## src/rtl/hazard_pkg.sv

```systemverilog
// Shared types and constants for the EX-stage forwarding and hazard control block.
package hazard_pkg;

   localparam int unsigned REG_ADDR_W = 5;

   localparam logic [1:0] FWD_REG = 2'b00;
   localparam logic [1:0] FWD_WB  = 2'b01;
   localparam logic [1:0] FWD_MEM = 2'b10;

   typedef logic [REG_ADDR_W-1:0] reg_addr_t;

   typedef struct packed {
      reg_addr_t rd;
      logic      regwrite;
      logic      memread;
   } stage_info_t;

endpackage

```

## src/rtl/hazard_forward_ctrl_if.sv

```systemverilog
// ID-stage inputs and pipeline control outputs of the forwarding/hazard controller.
interface hazard_forward_ctrl_if
   import hazard_pkg::*;
#(
   parameter int unsigned CNT_W = 16
);

   reg_addr_t        id_rs1_i;
   reg_addr_t        id_rs2_i;
   reg_addr_t        id_rd_i;
   logic             id_regwrite_i;
   logic             id_memread_i;
   logic             branch_taken_i;
   logic [1:0]       fwd_a_o;
   logic [1:0]       fwd_b_o;
   logic             pc_write_o;
   logic             ifid_write_o;
   logic             idex_bubble_o;
   logic             ifid_flush_o;
   logic [CNT_W-1:0] stall_count_o;

   // Pipeline side: presents the ID instruction and consumes the controls.
   modport master (
      output id_rs1_i, id_rs2_i, id_rd_i, id_regwrite_i, id_memread_i, branch_taken_i,
      input  fwd_a_o, fwd_b_o, pc_write_o, ifid_write_o, idex_bubble_o, ifid_flush_o,
             stall_count_o
   );

   modport slave (
      input  id_rs1_i, id_rs2_i, id_rd_i, id_regwrite_i, id_memread_i, branch_taken_i,
      output fwd_a_o, fwd_b_o, pc_write_o, ifid_write_o, idex_bubble_o, ifid_flush_o,
             stall_count_o
   );

endinterface

```

## src/rtl/hazard_forward_ctrl_fwd_select.sv

```systemverilog
// Priority compare for one EX operand: the younger MEM result beats the older WB result.
module fwd_select
   import hazard_pkg::*;
(
   input  reg_addr_t  ex_rs,
   input  reg_addr_t  mem_rd,
   input  logic       mem_regwrite,
   input  reg_addr_t  wb_rd,
   input  logic       wb_regwrite,
   output logic [1:0] sel
);

   always_comb begin
      sel = FWD_REG;
      if (mem_regwrite && (mem_rd != '0) && (mem_rd == ex_rs)) begin
         sel = FWD_MEM;
      end else if (wb_regwrite && (wb_rd != '0) && (wb_rd == ex_rs)) begin
         sel = FWD_WB;
      end
   end

endmodule

```

## src/rtl/hazard_forward_ctrl.sv

```systemverilog
// EX operand forwarding selects, load-use stall/bubble, branch flush gating and a
// saturating stall-cycle counter, all driven from shadow copies of the pipeline state.
module hazard_forward_ctrl
   import hazard_pkg::*;
#(
   parameter int unsigned CNT_W = 16
) (
   input logic                  clk_i,
   input logic                  rst_i,
   hazard_forward_ctrl_if.slave bus
);

   stage_info_t      ex_q, ex_d;
   reg_addr_t        ex_rs1_q, ex_rs2_q;
   reg_addr_t        mem_rd_q, wb_rd_q;
   logic             mem_rw_q, wb_rw_q;
   logic [CNT_W-1:0] cnt_q, cnt_d;
   logic             hz;

   always_comb begin
      hz = ex_q.memread && (ex_q.rd != '0) &&
           ((ex_q.rd == bus.id_rs1_i) || (ex_q.rd == bus.id_rs2_i));
   end

   always_comb begin
      ex_d = '{rd: bus.id_rd_i, regwrite: bus.id_regwrite_i, memread: bus.id_memread_i};
      // The bubble drops memread, which is what limits the stall to one cycle.
      if (hz) begin
         ex_d = '0;
      end
      cnt_d = cnt_q;
      if (hz && (cnt_q != '1)) begin
         cnt_d = cnt_q + 1'b1;
      end
   end

   always_ff @(posedge clk_i) begin
      if (rst_i) begin
         ex_q     <= '0;
         ex_rs1_q <= '0;
         ex_rs2_q <= '0;
         mem_rd_q <= '0;
         mem_rw_q <= 1'b0;
         wb_rd_q  <= '0;
         wb_rw_q  <= 1'b0;
         cnt_q    <= '0;
      end else begin
         ex_q     <= ex_d;
         ex_rs1_q <= bus.id_rs1_i;
         ex_rs2_q <= bus.id_rs2_i;
         mem_rd_q <= ex_q.rd;
         mem_rw_q <= ex_q.regwrite;
         wb_rd_q  <= mem_rd_q;
         wb_rw_q  <= mem_rw_q;
         cnt_q    <= cnt_d;
      end
   end

   fwd_select u_fwd_a (
      .ex_rs        (ex_rs1_q),
      .mem_rd       (mem_rd_q),
      .mem_regwrite (mem_rw_q),
      .wb_rd        (wb_rd_q),
      .wb_regwrite  (wb_rw_q),
      .sel          (bus.fwd_a_o)
   );

   fwd_select u_fwd_b (
      .ex_rs        (ex_rs2_q),
      .mem_rd       (mem_rd_q),
      .mem_regwrite (mem_rw_q),
      .wb_rd        (wb_rd_q),
      .wb_regwrite  (wb_rw_q),
      .sel          (bus.fwd_b_o)
   );

   // A stall holds the branch in ID, so its flush is taken on the retry instead.
   assign bus.pc_write_o    = !hz;
   assign bus.ifid_write_o  = !hz;
   assign bus.idex_bubble_o = hz;
   assign bus.ifid_flush_o  = bus.branch_taken_i && !hz;
   assign bus.stall_count_o = cnt_q;

endmodule
```

## src/flat_wrapper.sv

```systemverilog
// flat-port wrapper written by rule: the top's interface ports become plain ports
module hazard_forward_ctrl_flat import hazard_pkg::*;
#(
   parameter int unsigned CNT_W = 16
)
  (clk_i, rst_i, bus_id_rs1_i, bus_id_rs2_i, bus_id_rd_i, bus_id_regwrite_i, bus_id_memread_i, bus_branch_taken_i, bus_fwd_a_o, bus_fwd_b_o, bus_pc_write_o, bus_ifid_write_o, bus_idex_bubble_o, bus_ifid_flush_o, bus_stall_count_o);
  hazard_forward_ctrl_if #(.CNT_W(CNT_W)) bus_i ();
  input logic clk_i;
  input logic rst_i;
  input wire logic [$bits(bus_i.id_rs1_i)-1:0] bus_id_rs1_i;
  input wire logic [$bits(bus_i.id_rs2_i)-1:0] bus_id_rs2_i;
  input wire logic [$bits(bus_i.id_rd_i)-1:0] bus_id_rd_i;
  input wire logic [$bits(bus_i.id_regwrite_i)-1:0] bus_id_regwrite_i;
  input wire logic [$bits(bus_i.id_memread_i)-1:0] bus_id_memread_i;
  input wire logic [$bits(bus_i.branch_taken_i)-1:0] bus_branch_taken_i;
  output wire logic [$bits(bus_i.fwd_a_o)-1:0] bus_fwd_a_o;
  output wire logic [$bits(bus_i.fwd_b_o)-1:0] bus_fwd_b_o;
  output wire logic [$bits(bus_i.pc_write_o)-1:0] bus_pc_write_o;
  output wire logic [$bits(bus_i.ifid_write_o)-1:0] bus_ifid_write_o;
  output wire logic [$bits(bus_i.idex_bubble_o)-1:0] bus_idex_bubble_o;
  output wire logic [$bits(bus_i.ifid_flush_o)-1:0] bus_ifid_flush_o;
  output wire logic [$bits(bus_i.stall_count_o)-1:0] bus_stall_count_o;
  assign bus_i.id_rs1_i = bus_id_rs1_i;
  assign bus_i.id_rs2_i = bus_id_rs2_i;
  assign bus_i.id_rd_i = bus_id_rd_i;
  assign bus_i.id_regwrite_i = bus_id_regwrite_i;
  assign bus_i.id_memread_i = bus_id_memread_i;
  assign bus_i.branch_taken_i = bus_branch_taken_i;
  assign bus_fwd_a_o = bus_i.fwd_a_o;
  assign bus_fwd_b_o = bus_i.fwd_b_o;
  assign bus_pc_write_o = bus_i.pc_write_o;
  assign bus_ifid_write_o = bus_i.ifid_write_o;
  assign bus_idex_bubble_o = bus_i.idex_bubble_o;
  assign bus_ifid_flush_o = bus_i.ifid_flush_o;
  assign bus_stall_count_o = bus_i.stall_count_o;
  hazard_forward_ctrl #(.CNT_W(CNT_W)) u_core (.clk_i(clk_i), .rst_i(rst_i), .bus(bus_i));
endmodule
```

## config.mk

```make
export PLATFORM = sky130hd
export DESIGN_NAME = hazard_forward_ctrl_flat
export DESIGN_NICKNAME = d
export VERILOG_FILES = /design/src/rtl/hazard_pkg.sv /design/src/rtl/hazard_forward_ctrl_if.sv /design/src/rtl/hazard_forward_ctrl_fwd_select.sv /design/src/rtl/hazard_forward_ctrl.sv /design/src/flat_wrapper.sv
export SDC_FILE = /design/constraint.sdc
export NUM_CORES = 1
export LEC_CHECK = 0
export ABC_CLOCK_PERIOD_IN_PS = 5200
export BUFFER_PORTS_ARGS = -buffer_cell sky130_fd_sc_hd__buf_2
export CORE_ASPECT_RATIO = 2
export CORE_MARGIN = 5
export CORE_UTILIZATION = 45
export CTS_BUF_LIST = sky130_fd_sc_hd__clkbuf_4
export CTS_CLUSTER_DIAMETER = 50
export DETAILED_ROUTE_END_ITERATION = 10
export PLACE_DENSITY = 0.68
export SYNTH_ARGS = -nofsm -noshare
export SYNTH_HDL_FRONTEND = slang
export SYNTH_SLANG_ARGS = --single-unit
```

## constraint.sdc

```tcl
create_clock -name clk_i -period 5.2 [get_ports clk_i]
set_clock_uncertainty 0.05 [all_clocks]
set_input_delay 1.04 -clock clk_i [delete_from_list [all_inputs] [get_ports clk_i]]
set_output_delay 1.04 -clock clk_i [all_outputs]
set_load 0.02 [all_outputs]
```

==> qor.yml <==
status:
  outcome: "completed"
worst_setup_path:
  critical_path.top_delay_family: "compound AO/OA/AOI/OAI gates"
  crit_type: "in -> out"
  reg2reg_from: "u_core.bus.stall_count_o[2]$_SDFFE_PP0P_"
  startpoint: "bus_id_rs2_i[2]"
  crit_fanout: 27
  path_buf_inv: 2
  end_kind: "output pin"
  worstPathCellList: "buf_2 -> xor2_1 -> nor2_1 -> a22oi_4 -> nor2_1 -> nor2b_1 -> buf_2"
  required_ns: 4.11
  start_kind: "input pin"
  critPathArrivalTime_ns: 2.56
  slowest_stage: "a22oi_4"
  max_stage_delay_ns: 0.62
clock_network:
  cts_resized: 0
  htreeDepth: 2
  cts_tree: "done"
  worstSkewPairLatency_ns: 0.35
  hold_buffers: 0
  root_buffer: "clkbuf_4"
  cts_setup_buffers: 0
  numCtsBuffers: 5
  clk_path_buf_depth: 2
  clk_pin_slew_ns: 0.13
  clock-sinks: 45
place:
  dp_hpwl_mm: 3.74
  gp_congestion: 0.834
  placed_area_mm2: 0.00238
  io_buffer_count: 43
global_routing:
  antenna_found_initial: 0
  track_usage_pct: 16.3
  grt_pass1_wl_mm: 7.90
  grt-ovfl-total: 0
  grt_max_degree: 41
  grt_pass1_vias: 1701
synthesis:
  syn_nets: 238
  synth_cell_types: 46
  synthTopCellsByCount: "dfxtp_1, nor2b_1, xor2_1, nand2_1, or4_1"
  yosysTopAreaCellShare_pct: 42.0
  synth-seq-cells: 45
  synth_area_mm2: 0.00214
  synth.avg_cell_area_um2: 9.88
  synth-edff-count: 0
  syn_inst: 217
  async_flop_share_pct: 0
  synth_most_common_cell: "dfxtp_1"
  synth_seq_area_share_pct: 42.0
  synth_top_cell_by_area: "dfxtp_1"
  ys_top_cells_by_area: "dfxtp_1, xor2_1, nor2b_1"
  ys.flop_type: "dfxtp_1"
  yosysWarnings: 0
layout:
  fin_area_mm2: 0.00246
  syn2layout_area_growth_pct: 14.6
  finalNetCount: 280
  diodes: 0
  nFillCells: 465
  layout-drive-gt1-share_pct: 25.0
job:
  drv_cap: 0
detailed_routing:
  drc: 0
  viasPerCell: 5.35
  wl_per_cell_um: 15.1
  drt_pass1_iterations: 4
  num_vias: 1685
  postRouteAntennaNets: 0
  wl_mm: 4.76
  drtIter0Drc: 25
floorplanning:
  rows: 35
  dieArea_mm2: 0.00633
  die_y_um: 108
  core_area_mm2: 0.00460
  fp.dieW_um: 58.8
  start_util_pct: 46.6
  io_pins: 44
sta:
  fin_hold_ws_ns: 0.421
  fmax_ghz: 0.274
  drv_slew: 0
  max_slew_margin_pct: 53.3
  rsz0062_at_grt: "false"
  final_hold_viol_count: 0
  setup_viol: 0
  fin_crit_sh_pct: 70.3
  worst_pin_slew_ns: 0.701
  period_needed_ns: 3.65
  setup_tns_ns: 0
power_and_ir_drop:
  power.density_mw_per_mm2: 261
  irDropWorstVdd_mv: 0.177
  p_leak_nw: 1.07
worst_hold_path:
  min_from: "u_core.ex_q[1]$_SDFF_PP0_"
  hold_path.class: "reg -> reg"
-- routing by layer --
metal | wire [um] | share of wire [%] | global-route usage, %
met5 | 0 | 0 | 0
met4 | 106 | 2.2 | 6.65
met3 | 126 | 2.6 | 2.40
met2 | 2880 | 61 | 32.1
met1 | 1650 | 35 | 15.7
-- cell type report --
cell class / count / area (um2) / share of cell area [%]
multi-input combinational: 161 / 1180 / 48.1
sequential: 45 / 901 / 36.7
tap: 55 / 68.8 / 2.80
timing repair buffer: 43 / 215 / 8.76
inverter: 3 / 11.3 / 0.458
clock buffer: 5 / 37.5 / 1.53
clock inverter: 3 / 41.3 / 1.68
-- sequential cells by signal (all words and copies together), names as in the netlist --
register / flops
u_core.ex_q: 7
u_core.bus.stall_count_o: 16
u_core.ex_rs1_q: 5
u_core.mem_rw_q: 1
u_core.mem_rd_q: 5
u_core.ex_rs2_q: 5
u_core.wb_rw_q: 1
u_core.wb_rd_q: 5
-- cell usage in the layout (no fill, tap or decap), drive strengths merged, types with 5 or more instances in the layout --
cell,n
dfxtp,45
buf,43
nor2b,28
xor2,24
nand2,12
or4,10
nor2,9
nand3,8
nor4,8
and2,7
o31ai,7
xnor2,6
a21oi,5
clkbuf,5
mux2,5
-- logic make-up (layout without fill, tap and decap cells) --
logic type | count (synthesis) | count (layout) | synth area share (%)
flops | 45 | 45 | 42.0
xor+xnor | 30 | 30 | 12.3
fa+ha+maj | 1 | 1 | 0.583
mux | 6 | 6 | 3.62
buf+inv | 11 | 54 | 2.86
simple gates | 97 | 97 | 27.7
compound gates | 27 | 27 | 11.0
-- power breakdown --
part           switching [mW]  total, mW  internal, mW  leakage, nW
clock network           0.112      0.212        0.0996       0.0389
logic                  0.0339     0.0625        0.0286        0.658
registers              0.0111      0.367         0.355        0.369
-- metrics by stage --
step	utilization, %	total power [mW]	std cells	worst slack [ns]
final	53.4	0.641	315	1.55
after global routing	53.4	0.671	315	1.44
after CTS	53.4	0.649	315	1.52
after detailed placement	51.7	0.438	307	1.53
after global placement	51.7	0.437	307	1.55
after floorplan	-	0.419	217	1.58
-- worst paths after layout --
path / depth (start not counted) / slack (ns) / end
setup / recovery: 7 / 1.55 / bus_ifid_flush_o
hold / removal: 1 / 0.42 / u_core.mem_rw_q$_SDFF_PP0_
hold reg to reg: 1 / 0.42 / u_core.mem_rw_q$_SDFF_PP0_
setup reg to reg: 5 / 3.06 / u_core.bus.stall_count_o[0]$_SDFFE_PP0P_
Power figures use the tool's default switching activity.
